===== src/rtl/imm_gen_pkg.sv =====
package imm_gen_pkg;

  typedef enum logic [2:0] {
    FMT_NONE = 3'd0,
    FMT_R    = 3'd1,
    FMT_I    = 3'd2,
    FMT_S    = 3'd3,
    FMT_B    = 3'd4,
    FMT_U    = 3'd5,
    FMT_J    = 3'd6
  } fmt_t;

  localparam logic [6:0] OP_LOAD   = 7'b0000011;
  localparam logic [6:0] OP_IMM    = 7'b0010011;
  localparam logic [6:0] OP_AUIPC  = 7'b0010111;
  localparam logic [6:0] OP_IMM_32 = 7'b0011011;
  localparam logic [6:0] OP_STORE  = 7'b0100011;
  localparam logic [6:0] OP_OP     = 7'b0110011;
  localparam logic [6:0] OP_LUI    = 7'b0110111;
  localparam logic [6:0] OP_32     = 7'b0111011;
  localparam logic [6:0] OP_BRANCH = 7'b1100011;
  localparam logic [6:0] OP_JALR   = 7'b1100111;
  localparam logic [6:0] OP_JAL    = 7'b1101111;
  localparam logic [6:0] OP_SYSTEM = 7'b1110011;

  localparam int unsigned SKID_DEPTH = 2;

  typedef enum logic [$clog2(SKID_DEPTH + 1)-1:0] {
    OCC_EMPTY,
    OCC_ONE,
    OCC_FULL
  } occ_t;

endpackage


===== src/rtl/imm_gen_pipe_format_decode.sv =====
module imm_format_decode
  import imm_gen_pkg::*;
#(
  parameter int unsigned XLEN = 64,
  parameter bit          RV64 = 1'b1
) (
  input  logic [31:0]     instr,
  output logic [XLEN-1:0] imm,
  output fmt_t            fmt,
  output logic            illegal
);

  // Every format is first built as a 32-bit signed value, then widened to XLEN.
  logic signed [31:0] raw;

  always_comb begin
    raw = '0;
    fmt = FMT_NONE;
    unique case (instr[6:0])
      OP_LOAD, OP_IMM, OP_JALR, OP_SYSTEM: begin
        fmt = FMT_I;
        raw = {{20{instr[31]}}, instr[31:20]};
      end
      OP_IMM_32: begin
        if (RV64) begin
          fmt = FMT_I;
          raw = {{20{instr[31]}}, instr[31:20]};
        end
      end
      OP_STORE: begin
        fmt = FMT_S;
        raw = {{20{instr[31]}}, instr[31:25], instr[11:7]};
      end
      OP_BRANCH: begin
        fmt = FMT_B;
        raw = {{19{instr[31]}}, instr[31], instr[7], instr[30:25], instr[11:8], 1'b0};
      end
      OP_LUI, OP_AUIPC: begin
        fmt = FMT_U;
        raw = {instr[31:12], 12'b0};
      end
      OP_JAL: begin
        fmt = FMT_J;
        raw = {{11{instr[31]}}, instr[31], instr[19:12], instr[20], instr[30:21], 1'b0};
      end
      OP_OP: begin
        fmt = FMT_R;
      end
      OP_32: begin
        if (RV64) begin
          fmt = FMT_R;
        end
      end
      default: begin
        fmt = FMT_NONE;
      end
    endcase
  end

  assign imm     = XLEN'(raw);
  assign illegal = (fmt == FMT_NONE) || (instr[1:0] != 2'b11);

endmodule


===== src/rtl/imm_gen_pipe.sv =====
module imm_gen_pipe
  import imm_gen_pkg::*;
#(
  parameter int unsigned XLEN = 64,
  parameter bit          RV64 = 1'b1
) (
  input  logic            clk,
  input  logic            rst_n,
  input  logic            flush,
  input  logic            in_valid,
  output logic            in_ready,
  input  logic [31:0]     in_instr,
  input  logic [XLEN-1:0] in_pc,
  output logic            out_valid,
  input  logic            out_ready,
  output logic [XLEN-1:0] out_imm,
  output fmt_t            out_fmt,
  output logic [XLEN-1:0] out_target,
  output logic            out_illegal
);

  logic [XLEN-1:0] dec_imm;
  logic [XLEN-1:0] dec_target;
  fmt_t            dec_fmt;
  logic            dec_illegal;

  imm_format_decode #(
    .XLEN (XLEN),
    .RV64 (RV64)
  ) u_dec (
    .instr   (in_instr),
    .imm     (dec_imm),
    .fmt     (dec_fmt),
    .illegal (dec_illegal)
  );

  assign dec_target = in_pc + dec_imm;

  occ_t state, state_nxt;
  logic accept, drain;
  logic load_main, load_skid, shift_skid;

  logic [XLEN-1:0] main_imm, main_target, skid_imm, skid_target;
  fmt_t            main_fmt, skid_fmt;
  logic            main_illegal, skid_illegal;

  assign in_ready  = (state != OCC_FULL);
  assign out_valid = (state != OCC_EMPTY);
  assign accept    = in_valid & in_ready;
  assign drain     = out_valid & out_ready;

  always_ff @(posedge clk or negedge rst_n) begin
    if (!rst_n) begin
      state <= OCC_EMPTY;
    end else begin
      state <= state_nxt;
    end
  end

  // Main always holds the oldest entry; skid is only written while main is
  // stalled, and refills main when it drains.
  always_comb begin
    state_nxt  = state;
    load_main  = 1'b0;
    load_skid  = 1'b0;
    shift_skid = 1'b0;
    if (flush) begin
      state_nxt = OCC_EMPTY;
    end else begin
      unique case (state)
        OCC_EMPTY: begin
          if (accept) begin
            load_main = 1'b1;
            state_nxt = OCC_ONE;
          end
        end
        OCC_ONE: begin
          if (accept && drain) begin
            load_main = 1'b1;
          end else if (accept) begin
            load_skid = 1'b1;
            state_nxt = OCC_FULL;
          end else if (drain) begin
            state_nxt = OCC_EMPTY;
          end
        end
        OCC_FULL: begin
          if (drain) begin
            shift_skid = 1'b1;
            state_nxt  = OCC_ONE;
          end
        end
        default: begin
          state_nxt = OCC_EMPTY;
        end
      endcase
    end
  end

  always_ff @(posedge clk or negedge rst_n) begin
    if (!rst_n) begin
      main_imm     <= '0;
      main_target  <= '0;
      main_fmt     <= FMT_NONE;
      main_illegal <= 1'b0;
      skid_imm     <= '0;
      skid_target  <= '0;
      skid_fmt     <= FMT_NONE;
      skid_illegal <= 1'b0;
    end else begin
      if (load_main) begin
        main_imm     <= dec_imm;
        main_target  <= dec_target;
        main_fmt     <= dec_fmt;
        main_illegal <= dec_illegal;
      end else if (shift_skid) begin
        main_imm     <= skid_imm;
        main_target  <= skid_target;
        main_fmt     <= skid_fmt;
        main_illegal <= skid_illegal;
      end
      if (load_skid) begin
        skid_imm     <= dec_imm;
        skid_target  <= dec_target;
        skid_fmt     <= dec_fmt;
        skid_illegal <= dec_illegal;
      end
    end
  end

  assign out_imm     = main_imm;
  assign out_target  = main_target;
  assign out_fmt     = main_fmt;
  assign out_illegal = main_illegal;

endmodule


===== config.mk =====
export PLATFORM = sky130hd
export DESIGN_NAME = imm_gen_pipe
export DESIGN_NICKNAME = d
export VERILOG_FILES = /design/src/rtl/imm_gen_pkg.sv /design/src/rtl/imm_gen_pipe_format_decode.sv /design/src/rtl/imm_gen_pipe.sv
export SDC_FILE = /design/constraint.sdc
export NUM_CORES = 1
export LEC_CHECK = 0
export ABC_AREA = 1
export BUFFER_PORTS_ARGS = -buffer_cell sky130_fd_sc_hd__buf_2
export CAP_MARGIN = 20
export CORE_AREA = 2 2 174 176
export CTS_CLUSTER_DIAMETER = 80
export DETAILED_ROUTE_END_ITERATION = 10
export DIE_AREA = 0 0 176 178
export PLACE_DENSITY = 0.74
export SLEW_MARGIN = 20
export SYNTH_ARGS = -nofsm -noshare
export SYNTH_HDL_FRONTEND = slang
export SYNTH_SLANG_ARGS = --single-unit

===== constraint.sdc =====
create_clock -name clk -period 1.7 [get_ports clk]
set_input_delay 0.17 -clock clk [delete_from_list [all_inputs] [get_ports clk]]
set_output_delay 0.17 -clock clk [all_outputs]
set_load 0.02 [all_outputs]

After elaboration in Yosys (flattened, before gate mapping) --
Cells that the tools add are included.
Storage, ports and cells: bits in registers 234, input bits 101, output and inout bits 134, word-level logic and storage cells 69
Cells by class: $add $sub $neg 1, equal/unequal tests 20, multiplexer cells 27, bitwise logic cells 2, reduce and logical (&&, ||, !) cells 10
Operators by type and width (count):
- 64-bit 2-to-1 mux | 4
- 32-bit case mux with 5 select lines | 1
- 64-bit adder | 1
- 7-bit by 6-bit == test with 1-bit output (second input constant) | 4
- 7-bit == test (second input constant) | 4
- 7-bit by 5-bit == test with 1-bit output (second input constant) | 3
- 3-bit case mux with 6 select lines | 1
- 2-bit 2-to-1 mux | 6
- 1-bit 2-to-1 mux | 11
- 3-bit inequality test (second input constant) | 3
- 7-bit by 2-bit == test with 1-bit output (second input constant) | 1
- 3-bit 2-to-1 mux | 2
- 2-bit case mux with 3 select lines | 1
- 5-bit OR reduction | 1
- 2-bit inequality test (second input constant) | 2
- 4-bit inequality test (second input constant) | 1
- 4-bit AND reduction | 1
- 2-bit nonzero test | 2
- 2-bit OR reduction | 2
- 3-bit zero test | 1
- 1-bit bitwise AND | 2
- 2-bit by 1-bit == test with 1-bit output (second input constant) | 1
- 2-bit == test (second input constant) | 1
- 2-bit zero test | 1
- 3 further kinds | 3

Longest topological paths before layout --
depth in word-level cells 7, gate-level depth with buffers 25, depth with buffers taken out 25

By module --
From an unflattened synthesis, not the netlist that was laid out.
Unflattened totals: cells, all modules 2696, area, all modules 17728.3 µm²
Modules (own cells, without submodules):
- imm_gen_pipe | times used 1, cells an instance 2432, area an instance 16524.6 µm², sequential area each 6656.4 µm²
- imm_format_decode | times used 1, cells an instance 264, area an instance 1203.7 µm², sequential area each 0.0 µm²

Worst setup path after synthesis --
Ideal clock, no wire load.
kind input to register, start input port in_instr[0], end register main_target[52], in the netlist out_target[52], setup time 0.122 ns, arrival time 2.949 ns, data required time 1.578 ns, slack -1.371 ns, stages on the path 20, buffers on the path 0, path through nand2_1 nor2_1 nand2_2 inv_1 nand2_1 nand3_2 nand2_2 nand2_1 ha_1 nand2_1 nor2_1 inv_1 nor3_1 nand2_1 nor3_1 nand2_1 nand2_1 nand2_1 nand3_1 nand2_1
On the way: cells in the longest elaborated chain, start to end 5, elaborated cells between the ends (all ways) 15, those cells by class add/sub: 1; eq/ne: 10; mux: 2; reduce/logical: 2
RTL lines:
- start, declared | RTL line imm_gen_pipe.sv:12 | input logic [31:0] in_instr,
- 7-bit by 2-bit == test with 1-bit output, or another cell as far along | RTL line imm_gen_pipe_format_decode.sv:19 | unique case (instr[6:0])
- 5-bit OR reduction (no source line) / 2-bit OR reduction (equally long branches)
- 32-bit case mux with 5 select lines (*) | RTL line imm_gen_pipe_format_decode.sv:19
- net dec_imm[31] | RTL line imm_gen_pipe.sv:22 | logic [XLEN-1:0] dec_imm;
- 64-bit adder (*) | RTL line imm_gen_pipe.sv:37 | assign dec_target = in_pc + dec_imm;
- 64-bit 2-to-1 mux (*) | RTL line imm_gen_pipe.sv:111 | if (load_main) begin
- end signal, assigned | RTL line imm_gen_pipe.sv:113 | main_target <= dec_target;
- end signal, assigned | RTL line imm_gen_pipe.sv:118 | main_target <= skid_target;
- end, declared | RTL line imm_gen_pipe.sv:43 | logic [XLEN-1:0] main_imm, main_target, skid_imm, skid_target;
The timed path passes the listed nets; every way through them passes the cells marked *. A chain may end at the register's enable or synchronous reset.

Worst setup path in the final report --
start input port in_instr[1], end register main_target[34], in the netlist out_target[34]
Same word-level chain as after synthesis.

==> summary.md <==
| Metric | Value |
|---|---|
| Hold Crit Class | in -> reg |
| Pwr Total | 19.7 mW |
| Synth Cell Area | 14600 um^2 |
| Fin crit period | 2.65 ns |
| Final setup vio count | 125 |
| Crit path launch type | input pin |
| Most common cell after layout, fill and taps aside | nand2_1 |
| CP max-delay cell | ha_4 |
| Max_cap viols | 0 |
| Root buf cell | clkbuf_16 |
| Initial DRC count | 1967 |
| Cell variety after synth | 43 |
| Final antenna-violating net count | 0 |
| Final Cell Area | ~25000 um^2 |
| Hold path endpoint | skid_target[0] |
| Largest net degree at the start of global routing | 63 |
| Max Clock Freq | 0.377 GHz |
| Worst-path maximum fanout | 8 |
| CP Buf/Inv Count | 4 |
| Clock net sink count | between 200 and 250 |
| Post-synthesis sequential area ratio | 0.347 |
| Avg Cell Area, Syn | around 6.4 um^2 |
| Worst setup margin | -0.955 ns |
| RePlAce Congestion | 1.03 |
| Critical path class | in -> reg |
| CP required | approximately 2.2 ns |
| Total gr overflow | 0 |
| Post-DP Area | 18900 um^2 |
| Area grow syn2layout | 72.6% |
| First-pass GRT wire length | 90.0 mm |
| TritonCTS clock tree | built |
| Clock transition at the registers of the reported paths | 0.06 ns |
| RSZ-0062 raised after global routing | true |
| Commonest non-fill, non-tap cells in the layout | 600 x nand2_1, 302 x inv_1, 286 x buf_4, 226 x buf_2, 215 x nand2_2 |
| DRC viols | 0 |
| Skew final | 0.0273 ns |
| Worst path max stage delay | 0.33 ns |
| Die H | 178 um |
| Critical path's most frequent cell | nand2_1 |
| Nets | about 3000 |
| Top cell family by delay on the critical path | simple AND/OR/NAND/NOR gates |
| Worst min-delay path startpoint | in_pc[0] |
| Clk buf depth | 3 |
| # rows | 63 |
| Syn Nets | 2426 |
| Crit path DAT | 3.11 ns |
| Worst-Margin Slew | 0.427 ns |
| Die ar. | 31300 um^2 |
| Ports | 235 |
| Outcome | finished with violations |
| Avg Vias per Cell | 5.77 |
| Syn Inst Count | 2261 |
| Slew Limit Fails | 0 |
| Pre-CTS setup slack | -1.67 ns |
| H-tree levels | 1 |
| Seq cells post-synth | 202 |
| Reg2reg setup slack | -0.11 ns |
| Port Buf Inserts | 234 |
| Vias in the first global route | 16200 |
| Number of vias in the routed layout | 18700 |
| Hold path depth | 4 |
| Total CTS buffers | 24 |
| Dpl hpwl | 44.3 mm |
| Worst reg2reg endpoint | out_target[13] |
| Worst R2R Start | state[0] |
| Die Wd | about 180 um |
| First-pass DRT Iterations | 6 |
| Antenna violations before repair | 3 |
| Critical Path End Type | flop |
| Clock latency on the worst-skew pair | 0.54 ns |
| Fin. Hold Viols | 0 |
| Worst vdd ir | 1110 uV |
| Leak pwr | 13.5 nW |
| Failing checks | setup timing |
| Layout cells sized above 1 | 0.514 |
| Relative slew slack | 0.715 |
| Initial Utilization | 0.495 |
| Synth Warn # | 0 |
| Routed WL per cell | roughly 22 um |
| R2r worst-path depth | 7 |
| Total wire length | 70.3 mm |
| Core area | 29400 um^2 |
| GRT Total Usage | 0.373 |
| # fillers | 1605 |
| Power Dens Cells | 782 nW/um^2 |
| Final Cycle Share | 1.56 |
## worst max path at each step
stage | startpoint | endpoint | slack [ns] | depth (start not counted)
after global routing | in_instr[0] | out_target[62] | -1.03 | 26
after detailed placement | in_instr[3] | out_target[34] | -1.67 | 25
final | in_instr[1] | out_target[34] | -0.95 | 25
after global placement | in_instr[3] | out_target[57] | -1.72 | 20
after floorplan | in_instr[4] | out_target[58] | -0.75 | 20
after CTS | in_instr[0] | out_target[43] | -0.69 | 24
## what timing repair did
item                       in CTS  in global routing
cloned                          4                  4
hold buffers                    3                  0
resized for setup             378                758
pin swaps                      91                314
setup endpoints to repair     158                198
hold endpoints to repair      156                  0
setup buffers                  31                 71
## per-layer routing
| metal | wire, um | global-route usage |
|---|---|---|
| met5 | 0 | 0 |
| met4 | 4410 | 0.0957 |
| met3 | 7940 | 0.0512 |
| met2 | 32000 | 0.607 |
| met1 | 26000 | 0.524 |
## synthesized netlist by cell type (all sizes together)
master   number  area share
a21o          1     0.00052
a21oi        63       0.022
a22o          2      0.0012
a22oi        15      0.0095
a31oi         1     0.00043
buf          60       0.027
clkbuf       29      0.0075
dfrtp       202        0.35
fa            1      0.0014
ha           63       0.054
inv         376       0.097
nand2       957        0.25
nand3       143       0.049
nand3b        7      0.0036
nand4         4      0.0017
nor2        116       0.030
nor3         25      0.0097
nor4          2     0.00086
o2111ai       1      0.0010
o211ai       60       0.033
o21a          1     0.00052
o21ai        89       0.031
o21bai        7      0.0036
o221ai        1     0.00060
o31ai         1     0.00052
o41ai         1     0.00060
or2           3      0.0013
xnor2         5      0.0030
xor2         25       0.015
## cells by family (layout without fill, tap and decap cells)
family          count (synthesis)  count (layout)  synth area share
xor+xnor                       30              30            0.0180
fa+ha+maj                      64              64            0.0555
simple gates                 1257            1258             0.344
buf+inv                       465            1046             0.131
flops                         202             202             0.347
other cells                     0               3                 0
compound gates                243             243             0.104
## power breakdown
part           switching, mW  internal, mW
Sequential             0.840          6.29
Combinational           4.27          2.63
Clock                   2.19          3.44
Total                   7.29          12.4
## sequential cells by signal, indices dropped and copies added (netlist names)
register,flops
state,2
skid_target,64
out_fmt,3
out_illegal,1
skid_imm,32
skid_fmt,3
skid_illegal,1
out_target,64
out_imm,32
## worst register-to-register path: stages, from the launching register on
cell     delay [ns]
dfrtp_1        0.41
or2_4          0.25
nor3_4         0.20
inv_2          0.09
buf_12         0.19
o21ai_0        0.40
o21ai_4        0.13
nand2_1        0.08
## cell type report
cell class,instances,area (um^2),area share
clock inverter,12,188,0.00747
tap,390,488,0.0194
timing repair buffer,627,4890,0.195
antenna,3,7.51,0.000299
clock buffer,31,678,0.0270
multi-input combinational,1595,12400,0.492
inverter,376,1460,0.0581
sequential,202,5050,0.201
## stage by stage
step | hold slack, ns | utilization | std cells | TNS [ns]
2_1_floorplan | -0.126 | - | 2261 | -74.32
5_1_grt | 0.120 | 0.855 | 3235 | -96.94
3_3_place_gp | 0.132 | 0.644 | 3102 | -167.49
6_report | 0.0857 | 0.855 | 3236 | -87.72
4_1_cts | 0.0536 | 0.743 | 3180 | -69.10
3_5_place_dp | 0.134 | 0.644 | 3102 | -167.28
Note: power is estimated with default switching activity, not from simulation.
